==> config.mk <==
export PLATFORM = sky130hd
export DESIGN_NAME = decode_ctrl
export DESIGN_NICKNAME = d
export VERILOG_FILES = /design/src/rtl/decode_ctrl.sv
export SDC_FILE = /design/constraint.sdc
export NUM_CORES = 1
export LEC_CHECK = 0
export BUFFER_PORTS_ARGS = -buffer_cell sky130_fd_sc_hd__buf_2
export CORE_AREA = 2 2 93 95
export DETAILED_ROUTE_END_ITERATION = 16
export DIE_AREA = 0 0 95 97
export GPL_TIMING_DRIVEN = 0
export PLACE_DENSITY_LB_ADDON = 0.12
export RECOVER_POWER = 100
export SLEW_MARGIN = 20
export SYNTH_ARGS = -nofsm -noshare
export SYNTH_HDL_FRONTEND = slang
export SYNTH_SLANG_ARGS = --single-unit
==> constraint.sdc <==
create_clock -name clk -period 3.2 [get_ports clk]
set_clock_uncertainty 0.1 [all_clocks]
set_input_delay 0.48 -clock clk [delete_from_list [all_inputs] [get_ports clk]]
set_output_delay 0.48 -clock clk [all_outputs]
set_load 0.01 [all_outputs]
==> src/rtl/decode_ctrl.sv <==
// Decode-stage controller: captures fetched instructions into the ID register, decodes the
// opcode into immediate type and class flags, inserts load-use bubbles and applies flushes.
module decode_ctrl #(
    parameter logic [31:0] RESET_PC     = 32'h0000_0000,
    parameter int unsigned STALL_CYCLES = 1
) (
    input  logic        clk,
    input  logic        rst,
    input  logic        if_valid,
    input  logic [31:0] if_instr,
    input  logic [31:0] if_pc,
    output logic        id_ready,
    input  logic        ex_ready,
    input  logic        flush,
    output logic        id_valid,
    output logic [31:0] id_instr,
    output logic [31:0] id_pc,
    output logic [1:0]  imm_sel,
    output logic [4:0]  rs1,
    output logic [4:0]  rs2,
    output logic [4:0]  rd,
    output logic        reg_we,
    output logic        is_load,
    output logic        is_store,
    output logic        is_branch,
    output logic        is_jal,
    output logic        is_jalr,
    output logic        illegal
);

    localparam logic [31:0] NOP        = 32'h0000_0013;
    localparam logic [2:0]  STALL_INIT = 3'(STALL_CYCLES);

    localparam logic [6:0] OP_LOAD   = 7'b0000011;
    localparam logic [6:0] OP_IMM    = 7'b0010011;
    localparam logic [6:0] OP_JALR   = 7'b1100111;
    localparam logic [6:0] OP_STORE  = 7'b0100011;
    localparam logic [6:0] OP_BRANCH = 7'b1100011;
    localparam logic [6:0] OP_LUI    = 7'b0110111;
    localparam logic [6:0] OP_AUIPC  = 7'b0010111;
    localparam logic [6:0] OP_JAL    = 7'b1101111;
    localparam logic [6:0] OP_REG    = 7'b0110011;
    localparam logic [6:0] OP_SYSTEM = 7'b1110011;

    typedef enum logic [1:0] {StEmpty, StFull, StStall} state_e;

    state_e     state;
    logic [2:0] stall_cnt;

    logic [1:0] dec_imm_sel;
    logic       dec_we, dec_load, dec_store, dec_branch, dec_jal, dec_jalr, dec_illegal;
    logic       dec_use_rs1, dec_use_rs2;
    logic       hazard, transfer, capture;

    assign rs1 = id_instr[19:15];
    assign rs2 = id_instr[24:20];
    assign rd  = id_instr[11:7];

    // Decode the incoming fetch word; results are registered at capture.
    always_comb begin
        dec_imm_sel = 2'd0;
        dec_we      = 1'b1;
        dec_load    = 1'b0;
        dec_store   = 1'b0;
        dec_branch  = 1'b0;
        dec_jal     = 1'b0;
        dec_jalr    = 1'b0;
        dec_illegal = 1'b0;
        dec_use_rs1 = 1'b1;
        dec_use_rs2 = 1'b0;
        case (if_instr[6:0])
            OP_LOAD:   dec_load = 1'b1;
            OP_IMM:    ;
            OP_JALR:   dec_jalr = 1'b1;
            OP_STORE: begin
                dec_imm_sel = 2'd1;
                dec_store   = 1'b1;
                dec_we      = 1'b0;
                dec_use_rs2 = 1'b1;
            end
            OP_BRANCH: begin
                dec_imm_sel = 2'd2;
                dec_branch  = 1'b1;
                dec_we      = 1'b0;
                dec_use_rs2 = 1'b1;
            end
            OP_LUI, OP_AUIPC: begin
                dec_imm_sel = 2'd3;
                dec_use_rs1 = 1'b0;
            end
            // J immediate is assembled in EX, so the I slot is reported here.
            OP_JAL: begin
                dec_jal     = 1'b1;
                dec_use_rs1 = 1'b0;
            end
            OP_REG:    dec_use_rs2 = 1'b1;
            OP_SYSTEM: begin
                dec_we      = 1'b0;
                dec_use_rs1 = 1'b0;
            end
            default: begin
                dec_illegal = 1'b1;
                dec_we      = 1'b0;
                dec_use_rs1 = 1'b0;
            end
        endcase
    end

    // Load-use detection against the held load, plus the fetch handshake.
    always_comb begin
        hazard = id_valid && is_load && (rd != 5'd0) && if_valid &&
                 ((dec_use_rs1 && (if_instr[19:15] == rd)) ||
                  (dec_use_rs2 && (if_instr[24:20] == rd)));
        transfer = id_valid && ex_ready;
        id_ready = !flush && (state != StStall) && (!id_valid || ex_ready) && !hazard;
        capture  = if_valid && id_ready;
    end

    // State, stall counter and the registered ID contents.
    always_ff @(posedge clk or posedge rst) begin
        if (rst) begin
            state     <= StEmpty;
            stall_cnt <= 3'd0;
            id_valid  <= 1'b0;
            id_instr  <= NOP;
            id_pc     <= RESET_PC;
            imm_sel   <= 2'd0;
            reg_we    <= 1'b0;
            is_load   <= 1'b0;
            is_store  <= 1'b0;
            is_branch <= 1'b0;
            is_jal    <= 1'b0;
            is_jalr   <= 1'b0;
            illegal   <= 1'b0;
        end else if (flush) begin
            // Any transfer this cycle still completes; EX is responsible for the kill.
            state     <= StEmpty;
            stall_cnt <= 3'd0;
            id_valid  <= 1'b0;
        end else if (state == StStall) begin
            if (stall_cnt <= 3'd1) begin
                state     <= StEmpty;
                stall_cnt <= 3'd0;
            end else begin
                stall_cnt <= stall_cnt - 3'd1;
            end
        end else if (capture) begin
            state     <= StFull;
            id_valid  <= 1'b1;
            id_instr  <= if_instr;
            id_pc     <= if_pc;
            imm_sel   <= dec_imm_sel;
            reg_we    <= dec_we && (if_instr[11:7] != 5'd0);
            is_load   <= dec_load;
            is_store  <= dec_store;
            is_branch <= dec_branch;
            is_jal    <= dec_jal;
            is_jalr   <= dec_jalr;
            illegal   <= dec_illegal;
        end else if (hazard && transfer) begin
            state     <= StStall;
            stall_cnt <= STALL_INIT;
            id_valid  <= 1'b0;
        end else if (transfer) begin
            state    <= StEmpty;
            id_valid <= 1'b0;
        end
    end

endmodule

Word-level counts from Yosys, hierarchy flattened
Index checks and enable logic that the tools add are counted.
- reduce and logical (&&, ||, !) cells: 32
- $lt $le $gt $ge: 1
- add/subtract/negate cells: 1
- bitwise logic cells: 2
- muxes and demuxes: 26
- equality and inequality tests: 17
- operators with widths (kind ; count):
    $eq A7 B7 Y1 const B ; 4
    $eq A7 B6 Y1 const B ; 3
    $mux W3 ; 5
    $reduce_bool A5 Y1 ; 3
    $eq A7 B5 Y1 const B ; 2
    $mux W1 ; 14
    $logic_and A1 B1 Y1 ; 13
    $mux W2 ; 6
    $eq A5 B5 Y1 ; 2
    $reduce_or A10 Y1 ; 1
    $eq A7 B2 Y1 const B ; 1
    $reduce_or A7 Y1 ; 1
    $ne A3 B2 Y1 const B ; 2
    $pmux W2 S3 ; 1
    $reduce_and A2 Y1 ; 3
    $reduce_or A6 Y1 ; 1
    $ne A2 B2 Y1 const B ; 2
    $reduce_bool A4 Y1 ; 1
    $le A3 B1 Y1 const B ; 1
    $logic_not A1 Y1 ; 3
    $reduce_and A3 Y1 ; 1
    $reduce_bool A3 Y1 ; 1
    $reduce_or A3 Y1 ; 1
    $sub A3 B1 Y3 const B ; 1
    other kinds (4) ; 6
- input port bits: 69
- register bits after elaboration: 79
- output and inout bits: 90
- logic and storage cells: 92

Longest topological paths before layout
Gate-level depths: netlist of the first run.
- depth after elaboration: 12
- depth in mapped cells: 8
- mapped depth without buffers: 7

Worst setup path after synthesis of the first run
No wires, ideal clock.
- kind: reg-to-reg
- from: register id_instr[7]
- to: register id_instr[10]
- setup slack: 953 ps
- buffers on the path: 2
- library setup time: 125 ps
- stages on the path, launching flop included: 9
- clock period less this slack: 2247 ps
- data arrival time: 2022 ps
- required time: 2975 ps
- path through: dfrtp_1 > or3_1 > o311a_1 > nand2_1 > a21oi_2 > nor2_2 > buf_12 > buf_12 > mux2_4
- cells in the longest elaborated chain, start to end: 8
- elaborated cells on any way between the ends: 13
- classes of those cells: eq/ne: 2; reduce/logical: 11
- ends and longest elaborated chain (what ; RTL line ; text):
    start, declared ; 16 ; output logic [31:0] id_instr,
    start signal, assigned ; 150 ; id_instr <= if_instr;
    $eq A5 B5 Y1 (tied with other cells) ; 112 ; ((dec_use_rs1 && (if_instr[19:15] == rd)) ||
    $logic_and A1 B1 Y1, on equally long branches ; 112, 111, 113 ;
    $logic_or A1 B1 Y1 or $logic_and A1 B1 Y1 (tied branches) ; 112, 111 ;
    $logic_and A1 B1 Y1 (*) ; 111 ; hazard = id_valid && is_load && (rd != 5'd0) && if_valid &&
    $logic_not A1 Y1 (*) ; 115 ; id_ready = !flush && (state != StStall) && (!id_valid || ex_ready) && !hazard;
    $logic_and A1 B1 Y1 (*) ; 115 ;
    $logic_and A1 B1 Y1 (*) ; 116 ; capture = if_valid && id_ready;
    $reduce_and A3 Y1 (no line) (*) ; n/a ;
Every way passes the cells marked *; elsewhere a longest branch is shown, timed or not.
A chain may end at the register's enable or synchronous reset.

Worst setup path after layout of the first run
- from: register id_instr[7]
- to: output port id_ready
- cells in the longest elaborated chain, start to end: 6
- elaborated cells on any way between the ends: 11
- classes of those cells: eq/ne: 2; reduce/logical: 9
- ends and longest elaborated chain (what ; RTL line ; text):
    $eq A5 B5 Y1 (tied with other cells) ; 112 ;
    $logic_and A1 B1 Y1, on equally long branches ; 112, 111, 113 ;
    $logic_or A1 B1 Y1 or $logic_and A1 B1 Y1 (tied branches) ; 112, 111 ;
    $logic_and A1 B1 Y1 (*) ; 111 ;
    $logic_not A1 Y1 (*) ; 115 ;
    $logic_and A1 B1 Y1 (*) ; 115 ;
    end, declared ; 12 ; output logic id_ready,
Marks and branches as above.

==> results of run 1 <==
worst min path at each step:
stage                     slack, ns      start  cells past startpoint            to
final                          0.23      flush                      2      id_valid
after global routing           0.22      flush                      2  stall_cnt[0]
after CTS                     0.007        rst                      2     id_pc[17]
after detailed placement       0.39        rst                      2     id_pc[17]
after global placement         0.38  id_pc[16]                      1     id_pc[16]
after floorplan                0.38   state[1]                      2      state[1]
per-layer routing:
| metal | vias to the layer above | track usage, % | share of wire, % | wire [um] |
|---|---|---|---|---|
| met5 | - | 0 | 0 | 0 |
| met2 | 113 | 26.0 | 44 | 3430 |
| met1 | 1241 | 24.9 | 47 | 3680 |
| li1 | 1251 | - | - | - |
| met3 | 6 | 4.75 | 8.7 | 684 |
| met4 | 0 | 6.35 | 1.0 | 80 |
logic make-up after synthesis:
logic type | after synthesis
buffers and inverters | 30
adders and majority gates | 2
DFF | 79
muxes | 74
and+or+nand+nor | 48
AOI/OAI and AO/OA | 21
xor gates and xnor gates | 10
placed cells by master, fill, tap and decap left out, types with 4 or more instances in the layout:
cell type,count
a21oi_1,9
buf_2,74
buf_4,8
clkbuf_1,88
clkbuf_2,6
clkbuf_4,7
clkbuf_8,11
dfrtp_1,76
inv_1,4
mux2_1,49
mux2_2,14
mux2_4,10
nand2_1,7
nand2b_1,4
nand3_1,4
nand4_1,4
nor2_1,14
o21ai_0,5
xor2_1,8
layout make-up:
class | instances | area (um2) | share of cell area, %
flip-flops and latches | 79 | 1980 | 43.1
multi-input cells | 155 | 1360 | 29.7
repair buffers | 158 | 687 | 15.0
plain buffers | 25 | 189 | 4.11
clock buffers | 13 | 159 | 3.46
well taps | 105 | 131 | 2.86
clock inverters | 3 | 65.1 | 1.42
inverters | 5 | 20.0 | 0.436
critical path: stages (launching register included):
cell and delay, ns:
dfrtp_1 0.48, or3_1 0.41, o311a_1 0.34, a21bo_2 0.23
a21oi_1 0.16, clkbuf_1 0.17
flip-flops by register name, indices dropped and copies added, names as in the netlist, 2 cells and up:
signal and cells:
imm_sel 2, id_pc 32, id_instr 32, stall_cnt 3
state 2
stage by stage:
| stage | hold slack, ns | instance area (um2) | setup WS (ns) | total power [mW] |
|---|---|---|---|---|
| 2_1_floorplan | 0.381 | 3820 | 0.602 | 1.69 |
| 3_3_place_gp | 0.384 | 4740 | -0.375 | 1.95 |
| 3_5_place_dp | 0.389 | 4770 | 0.489 | 1.97 |
| 4_1_cts | 0.00659 | 4990 | 0.455 | 2.81 |
| 5_1_grt | 0.216 | 4590 | 0.330 | 2.77 |
| 6_report | 0.230 | 4590 | 0.480 | 2.62 |
power by group through the flow:
stage | clock [mW] | combinational (mW) | sequential [mW]
floorplan | 0 | 0.364 | 1.32
global placement | 0 | 0.697 | 1.25
detailed placement | 0 | 0.709 | 1.26
CTS | 0.850 | 0.712 | 1.24
global route | 0.895 | 0.608 | 1.26
finish | 0.825 | 0.552 | 1.24
==> results.sh, run 1 <==
export IMPL_status="finished clean"
export IMPL_p_int_mw=1.90
export IMPL_peakVddDrop_mv=0.269
export IMPL_synthMuxAreaShare_pct=27.6
export IMPL_drt_first_pass_iters=4
export IMPL_final_core_util_pct=56.5
export IMPL_path_max_fanout=6
export IMPL_yosysSeqAreaShare_pct=51.9
export IMPL_syn_area_um2=3820
export IMPL_synth_top_area_cell="dfrtp_1"
export IMPL_cts_resized_gates=0
export IMPL_rows=33
export IMPL_cts_root_buf="clkbuf_8"
export IMPL_maxSlewHeadroom_pct=11.9
export IMPL_cts_tree="done"
export IMPL_synthTopCellsByArea="dfrtp_1 (50%), mux2_4 (23%), mux2_2 (4.1%), buf_12 (3.7%), buf_4 (3.1%)"
export IMPL_endpoint="id_ready"
export IMPL_synthArstFlopShare_pct=100
export IMPL_power_frac_clock_pct=31.5
export IMPL_hold_viol_final=0
export IMPL_grt_max_degree=55
export IMPL_fin_crit_sh_pct=85.0
export IMPL_criticalPathCategory="flop to output port"
export IMPL_insertion_delay_ns=0.34
export IMPL_fin_cells=543
export IMPL_finalSetupViolCount=0
export IMPL_setup_tns_final_ns=0
export IMPL_area_growth_pct=20.3
export IMPL_drv_slew=0
export IMPL_wl_um=7870
export IMPL_drive_gt1_share_pct=32.6
export IMPL_dpl_cell_count=527
export IMPL_antenna_found_initial=0
export IMPL_synth_common_cells="dfrtp_1 (76), mux2_4 (59), buf_4 (16), mux2_2 (14), nor2_1 (13)"
export IMPL_period_needed_ns=2.72
export IMPL_yosys_area_share_xor_xnor_pct=2.29
export IMPL_gp_congestion=0.765
export IMPL_timing_rr_end="id_pc[4]"
export IMPL_ios=159
export IMPL_synth_most_common_cell="dfrtp_1"
export IMPL_syn_avg_cell_area_um2=14.5
export IMPL_yosys_warnings=0
export IMPL_place_port_buffers=157
export IMPL_grt_usage_pct=17.6
export IMPL_power_leakage_nw=2.10
export IMPL_hpwl_um=5940
export IMPL_cp_startpoint="id_instr[7]"
export IMPL_cts_hold_buf=0
export IMPL_viasPerCell=4.81
export IMPL_die_x_um=95
export IMPL_clockBufferDepth=2
export IMPL_synth_top_cell_area_share_pct=49.8
export IMPL_grt_pass1_wl_um=12700
export IMPL_nNetsFinal=504
export IMPL_coreArea_um2=8130
export IMPL_p_sw_uw=719
export IMPL_grt_pass1_vias=2606
export IMPL_fmaxAchievable_mhz=368
export IMPL_rsz0062_at_grt="no"
export IMPL_power_per_cell_area_nw_per_um2=570
export IMPL_max_cap_viol_count=0
export IMPL_worstRegToRegCells=7
export IMPL_required_ns=2.62
export IMPL_worstPathArrival_ns=2.14
export IMPL_start_util_pct=47.0
export IMPL_tightest_slew_ns=1.32
export IMPL_syn_inst=264
export IMPL_combPwrFrac_pct=21.1
export IMPL_via_count=2611
export IMPL_synth_top_family_by_area="multiplexers"
export IMPL_drtIter0Drc=60
export IMPL_p_seq_share_pct=47.4
export IMPL_overflow=0
export IMPL_die_h_um=97
export IMPL_synth_compound_area_share_pct=3.54
export IMPL_wl_per_cell_um=14.5
export IMPL_post_cts_buffers=0
export IMPL_r2r_start="id_instr[7]"
export IMPL_synth_simple_area_share_pct=6.58
export IMPL_synth_edf_count=0
export IMPL_ys_flop_type="dfrtp_1"
export IMPL_numClockSinks=79
export IMPL_endpoint_kind="output port"
export IMPL_fillers=794
export IMPL_yosysUniqueCellTypes=35
export IMPL_hold_class="primary input to flop"
export IMPL_dieArea_um2=9220
export IMPL_synth_seq_cells=79
export IMPL_synth_fa_ha_area_share_pct=0.655
export IMPL_cts_made_buffers=9
export IMPL_syn_nets=335
export IMPL_ant_nets=0
export IMPL_crit_path_start_kind="flop"
export IMPL_drc=0
export IMPL_clkTransAtPathRegs_ns=0.08
export IMPL_sw_frac_of_total_pct=27.5
export IMPL_cts_htree_levels=3
export IMPL_r2r_slack_ns=0.53
export IMPL_diodes=0
Power figures use the tool's default switching activity.
==> run 2: changes to the inputs <==
Clock period 3.2 ns to 2.6 ns, I/O delays scaled along.
==> run 2 against run 1 <==
Combinational power increased by 38%. Global-route usage barely moved. Non-clock buffer count up 5. Die area is the same. Critical endpoint unchanged. Largest power group unchanged.
==> results.sh, run 2 (same netlist as run 1, synthesis figures left out) <==
export IMPL_criticalPathCategory="flop to output port"
export IMPL_status="finished clean"
export IMPL_grt_usage_pct=17.7
export IMPL_dpl_cell_count=527
export IMPL_worstPathArrival_ns=2.01
export IMPL_dieArea_um2=9220
export IMPL_peakVddDrop_mv=0.331
export IMPL_ios=159
export IMPL_cts_root_buf="clkbuf_8"
export IMPL_wl_um=8040
export IMPL_nNetsFinal=509
export IMPL_fin_crit_sh_pct=96.3
export IMPL_power_leakage_nw=2.22
export IMPL_maxSlewHeadroom_pct=16.4
export IMPL_hold_slack_ns=0.138
export IMPL_cts_made_buffers=9
export IMPL_gp_congestion=0.765
export IMPL_via_count=2635
export IMPL_drive_gt1_share_pct=40.2
export IMPL_grt_pass1_vias=2613
export IMPL_cp_startpoint="id_instr[10]"
export IMPL_drc=0
export IMPL_place_port_buffers=157
export IMPL_crit_path_start_kind="flop"
export IMPL_final_common_cell="clkbuf_1"
export IMPL_drt_first_pass_iters=4
export IMPL_mostFrequentLayoutCells="clkbuf_1 (84), buf_2 (77), dfrtp_1 (73)"
export IMPL_hold_viol_final=0
export IMPL_drtIter0Drc=60
export IMPL_wl_per_cell_um=14.7
export IMPL_hpwl_um=5940
export IMPL_area_growth_pct=25.7
export IMPL_power_per_cell_area_nw_per_um2=689
export IMPL_worstRegToRegCells=9
export IMPL_fmaxAchievable_mhz=399
export IMPL_path_max_fanout=6
export IMPL_rows=33
export IMPL_clkTransAtPathRegs_ns=0.08
export IMPL_tightest_slew_ns=1.25
export IMPL_required_ns=2.11
export IMPL_start_util_pct=47.0
export IMPL_die_x_um=95
export IMPL_timing_rr_end="id_instr[8]"
export IMPL_coreArea_um2=8130
export IMPL_numClockSinks=79
export IMPL_max_cap_viol_count=0
export IMPL_cts_htree_levels=3
export IMPL_fin_cells=548
export IMPL_clockBufferDepth=2
export IMPL_finalSetupViolCount=0
export IMPL_viasPerCell=4.81
export IMPL_rsz0062_at_grt="no"
export IMPL_grt_max_degree=55
export IMPL_drv_slew=0
export IMPL_antenna_found_initial=0
export IMPL_cts_tree="done"
export IMPL_endpoint_kind="output port"
export IMPL_hold_class="primary input to flop"
export IMPL_r2r_slack_ns=0.13
export IMPL_overflow=0
export IMPL_setup_tns_final_ns=0
export IMPL_endpoint="id_ready"
export IMPL_period_needed_ns=2.50
export IMPL_grt_pass1_wl_um=12800
export IMPL_insertion_delay_ns=0.34
export IMPL_r2r_start="id_instr[10]"
export IMPL_largestRegisters="id_instr x32, id_pc x32, stall_cnt x3"
export IMPL_diodes=0
export IMPL_die_h_um=97
export IMPL_ant_nets=0
## run 2: cell count changes in the layout (fill, tap and decap cells not counted), moves of 4 or more
cell      before  now
mux2_4        10   28
buf_6          0    5
clkbuf_2       6    1
buf_4          8   12
mux2_1        49   31
clkbuf_1      88   84
## run 2: timing repair
| item | in CTS | in global routing |
|---|---|---|
| gates resized for setup | 2 | 7 |
| buffers inserted | 1 | 3 |
| cloned | 0 | 0 |
| hold buffers | 1 | 0 |
| endpoints found under the setup margin | 1 | 1 |
| hold endpoints to repair | 25 | 0 |
| pin swaps | 0 | 5 |
## run 2: worst min-delay path by stage
stage	start	slack (ns)	depth (start not counted)	to
2_1_floorplan	flush	0.35	1	id_valid
3_3_place_gp	id_pc[16]	0.38	1	id_pc[16]
3_5_place_dp	rst	0.30	2	id_pc[17]
4_1_cts	flush	0.12	2	id_valid
5_1_grt	flush	0.13	2	stall_cnt[0]
6_report	flush	0.14	2	id_valid
## run 2: layout make-up
type	count	area (um2)
clock buffers	13	159
fillers	751	3330
inverters	5	20.0
plain buffers	25	221
flip-flops and latches	79	1980
clock inverters	3	65.1
repair buffers	163	753
well taps	105	131
multi-input cells	155	1470
## run 2: critical path: stages (launching register included)
cell and delay (ns):
dfrtp_1 0.47, xor2_1 0.21, nor4_2 0.35, nand4_1 0.19, nand2_1 0.12, a21bo_2 0.14
a21oi_2 0.05, buf_2 0.14
## run 2: per-stage QoR
| stage | util (%) | area, um2 | setup WS, ns | total power [mW] |
|---|---|---|---|---|
| after floorplan | - | 3820 | 0.0916 | 2.08 |
| after global placement | 58.2 | 4740 | -0.885 | 2.40 |
| after detailed placement | 58.6 | 4770 | -0.0208 | 2.42 |
| after CTS | 61.7 | 5020 | 0.00951 | 3.46 |
| after global routing | 59.0 | 4800 | 0.0111 | 3.49 |
| final | 59.0 | 4800 | 0.0957 | 3.31 |
## run 2: power by group
part / internal, mW / switching, mW
sequential: 1.41 / 0.116
clock: 0.593 / 0.425
combinational: 0.396 / 0.366
## run 2: per-layer routing
metal,track usage (%),up-vias,routed length (um)
li1,-,1262,-
met1,25.0,1260,3800
met2,26.1,106,3470
met3,4.75,7,669
met4,6.35,0,100
met5,0,-,0
==> run 3: changes to the inputs <==
Settings changed: CORE_AREA 2 2 93 95 to 2 2 91 93, DIE_AREA 0 0 95 97 to 0 0 93 95.
Clock period 2.6 ns to 3.2 ns, I/O delays scaled along.
==> run 3 against run 2 <==
Critical path depth increased by 1. Final cell count decreased by 0.91%. Combinational power decreased by 27%. Clock power decreased by 27%. Wire length decreased by 2.0%. First-iteration DRC count increased by 98%. Register-to-register slack improved by 0.38 ns. Via count decreased by 0.19%. Global-route usage increased by 1.0 points. Count of clock-buffer cells in the layout decreased by 1. Critical endpoint is now is_load. Largest cell class unchanged. Highest routed layer unchanged.
==> results.sh, run 3 (same netlist as run 1, synthesis figures left out) <==
export IMPL_cts_hold_buf=0
export IMPL_required_ns=3.32
export IMPL_worstPathArrival_ns=2.81
export IMPL_wl_um=7880
export IMPL_largestRegisters="id_instr x32, id_pc x32, stall_cnt x3"
export IMPL_place_port_buffers=157
export IMPL_worstRegToRegCells=8
export IMPL_finalSetupViolCount=0
export IMPL_timing_rr_end="is_load"
export IMPL_cts_root_buf="clkbuf_8"
export IMPL_setup_tns_final_ns=0
export IMPL_post_cts_buffers=0
export IMPL_viasPerCell=4.84
export IMPL_hpwl_um=5890
export IMPL_nNetsFinal=504
export IMPL_grt_max_degree=51
export IMPL_cts_resized_gates=0
export IMPL_peakVddDrop_mv=0.234
export IMPL_power_per_cell_area_nw_per_um2=551
export IMPL_drc=0
export IMPL_hold_slack_ns=0.246
export IMPL_path_max_fanout=10
export IMPL_gp_congestion=0.771
export IMPL_grt_usage_pct=18.7
export IMPL_hold_class="primary input to flop"
export IMPL_die_x_um=93
export IMPL_crit_path_start_kind="flop"
export IMPL_cp_top_family="simple AND/OR/NAND/NOR gates"
export IMPL_multi_input_area_um2=1350
export IMPL_rows=33
export IMPL_tightest_slew_ns=1.29
export IMPL_final_common_cell="clkbuf_1"
export IMPL_clockBufferDepth=2
export IMPL_maxSlewHeadroom_pct=13.4
export IMPL_endpoint="is_load"
export IMPL_cpPeakStageDelay_ns=0.48
export IMPL_die_h_um=95
export IMPL_insertion_delay_ns=0.34
export IMPL_rsz0062_at_grt="no"
export IMPL_mostFrequentLayoutCells="clkbuf_1 (85), buf_2 (77), dfrtp_1 (76)"
export IMPL_max_cap_viol_count=0
export IMPL_seq_area_um2=1980
export IMPL_clkTransAtPathRegs_ns=0.08
export IMPL_drtIter0Drc=119
export IMPL_path_cells="or3_1 > o311a_1 > nand2_1 > a21oi_1 > nor2_1 > buf_12 > clkbuf_2 > mux2_1"
export IMPL_wl_per_cell_um=14.5
export IMPL_diodes=0
export IMPL_dpl_cell_count=527
export IMPL_status="finished clean"
export IMPL_ant_nets=0
export IMPL_antenna_found_initial=0
export IMPL_cp_num_buf_inv=2
export IMPL_endpoint_kind="flop"
export IMPL_fin_crit_sh_pct=84.0
export IMPL_drive_gt1_share_pct=32.2
export IMPL_coreArea_um2=7930
export IMPL_overflow=0
export IMPL_drv_slew=0
export IMPL_drt_first_pass_iters=6
export IMPL_grt_pass1_vias=2598
export IMPL_cp_depth=8
export IMPL_start_util_pct=48.2
export IMPL_cts_made_buffers=9
export IMPL_fin_cells=543
export IMPL_r2r_start="id_instr[7]"
export IMPL_ios=159
export IMPL_fmaxAchievable_mhz=372
export IMPL_dieArea_um2=8840
export IMPL_slowest_stage="dfrtp_1"
export IMPL_cp_startpoint="id_instr[7]"
export IMPL_via_count=2630
export IMPL_criticalPathCategory="flop to flop"
export IMPL_fillers=763
export IMPL_hold_viol_final=0
export IMPL_grt_pass1_wl_um=12900
export IMPL_area_growth_pct=21.0
export IMPL_power_leakage_nw=2.10
export IMPL_cts_tree="done"
export IMPL_period_needed_ns=2.69
export IMPL_r2r_slack_ns=0.51
export IMPL_numClockSinks=79
export IMPL_cts_htree_levels=3
-- run 3: changes by cell type in the layout (fill, tap and decap cells not counted), moves of 3 or more --
cell / delta
mux2_1: +21
buf_4: -5
buf_12: +4
buf_6: -5
dfrtp_1: +3
mux2_4: -21
dfrtp_2: -3
-- run 3: stage by stage --
stage / utilization [%] / setup WS (ns) / power (mW) / instance area, um2
2_1_floorplan: - / 0.602 / 1.69 / 3820
5_1_grt: 58.3 / 0.360 / 2.70 / 4620
6_report: 58.3 / 0.512 / 2.55 / 4620
4_1_cts: 62.6 / 0.496 / 2.73 / 4970
3_3_place_gp: 59.8 / -0.344 / 1.95 / 4740
3_5_place_dp: 60.1 / 0.525 / 1.97 / 4770
-- run 3: worst min path at each step --
stage                    from        end  slack [ns]  cells past startpoint
global route        if_pc[20]  id_pc[20]        0.23                      2
CTS                       rst   id_pc[2]        0.03                      2
global placement     id_pc[5]   id_pc[5]        0.39                      1
finish              if_pc[22]  id_pc[22]        0.25                      2
detailed placement   id_pc[1]   id_pc[1]        0.39                      1
floorplan            state[1]   state[1]        0.38                      2
-- run 3: final cells by class --
cell class | count | share of cell area (%)
inverters | 5 | 0.433
flip-flops and latches | 79 | 42.9
repair buffers | 158 | 14.9
well taps | 105 | 2.84
clock buffers | 12 | 3.14
multi-input cells | 155 | 29.2
clock inverters | 4 | 1.16
plain buffers | 25 | 5.39
-- run 3: metal layers --
metal | track usage, % | part of all wire, % | vias to the layer above
li1 | - | - | 1251
met1 | 25.8 | 44 | 1277
met2 | 29.3 | 48 | 96
met3 | 4.87 | 6.7 | 6
met4 | 5.51 | 1.1 | 0
met5 | 0 | 0 | -
-- run 3: power by group --
part / internal (mW) / switching (mW) / leakage [nW]
sequential: 1.14 / 0.0965 / 0.950
clock: 0.386 / 0.364 / 0.0932
combinational: 0.279 / 0.279 / 1.06
total: 1.81 / 0.740 / 2.10
-- run 3: worst reg2reg max path: stages (launching register included) --
cell and delay (ns):
dfrtp_1 0.48, or3_1 0.41, o311a_1 0.33, nand2_1 0.08, a21oi_1 0.06, nor2_1 0.24, buf_12 0.20, clkbuf_2 0.31
mux2_1 0.36
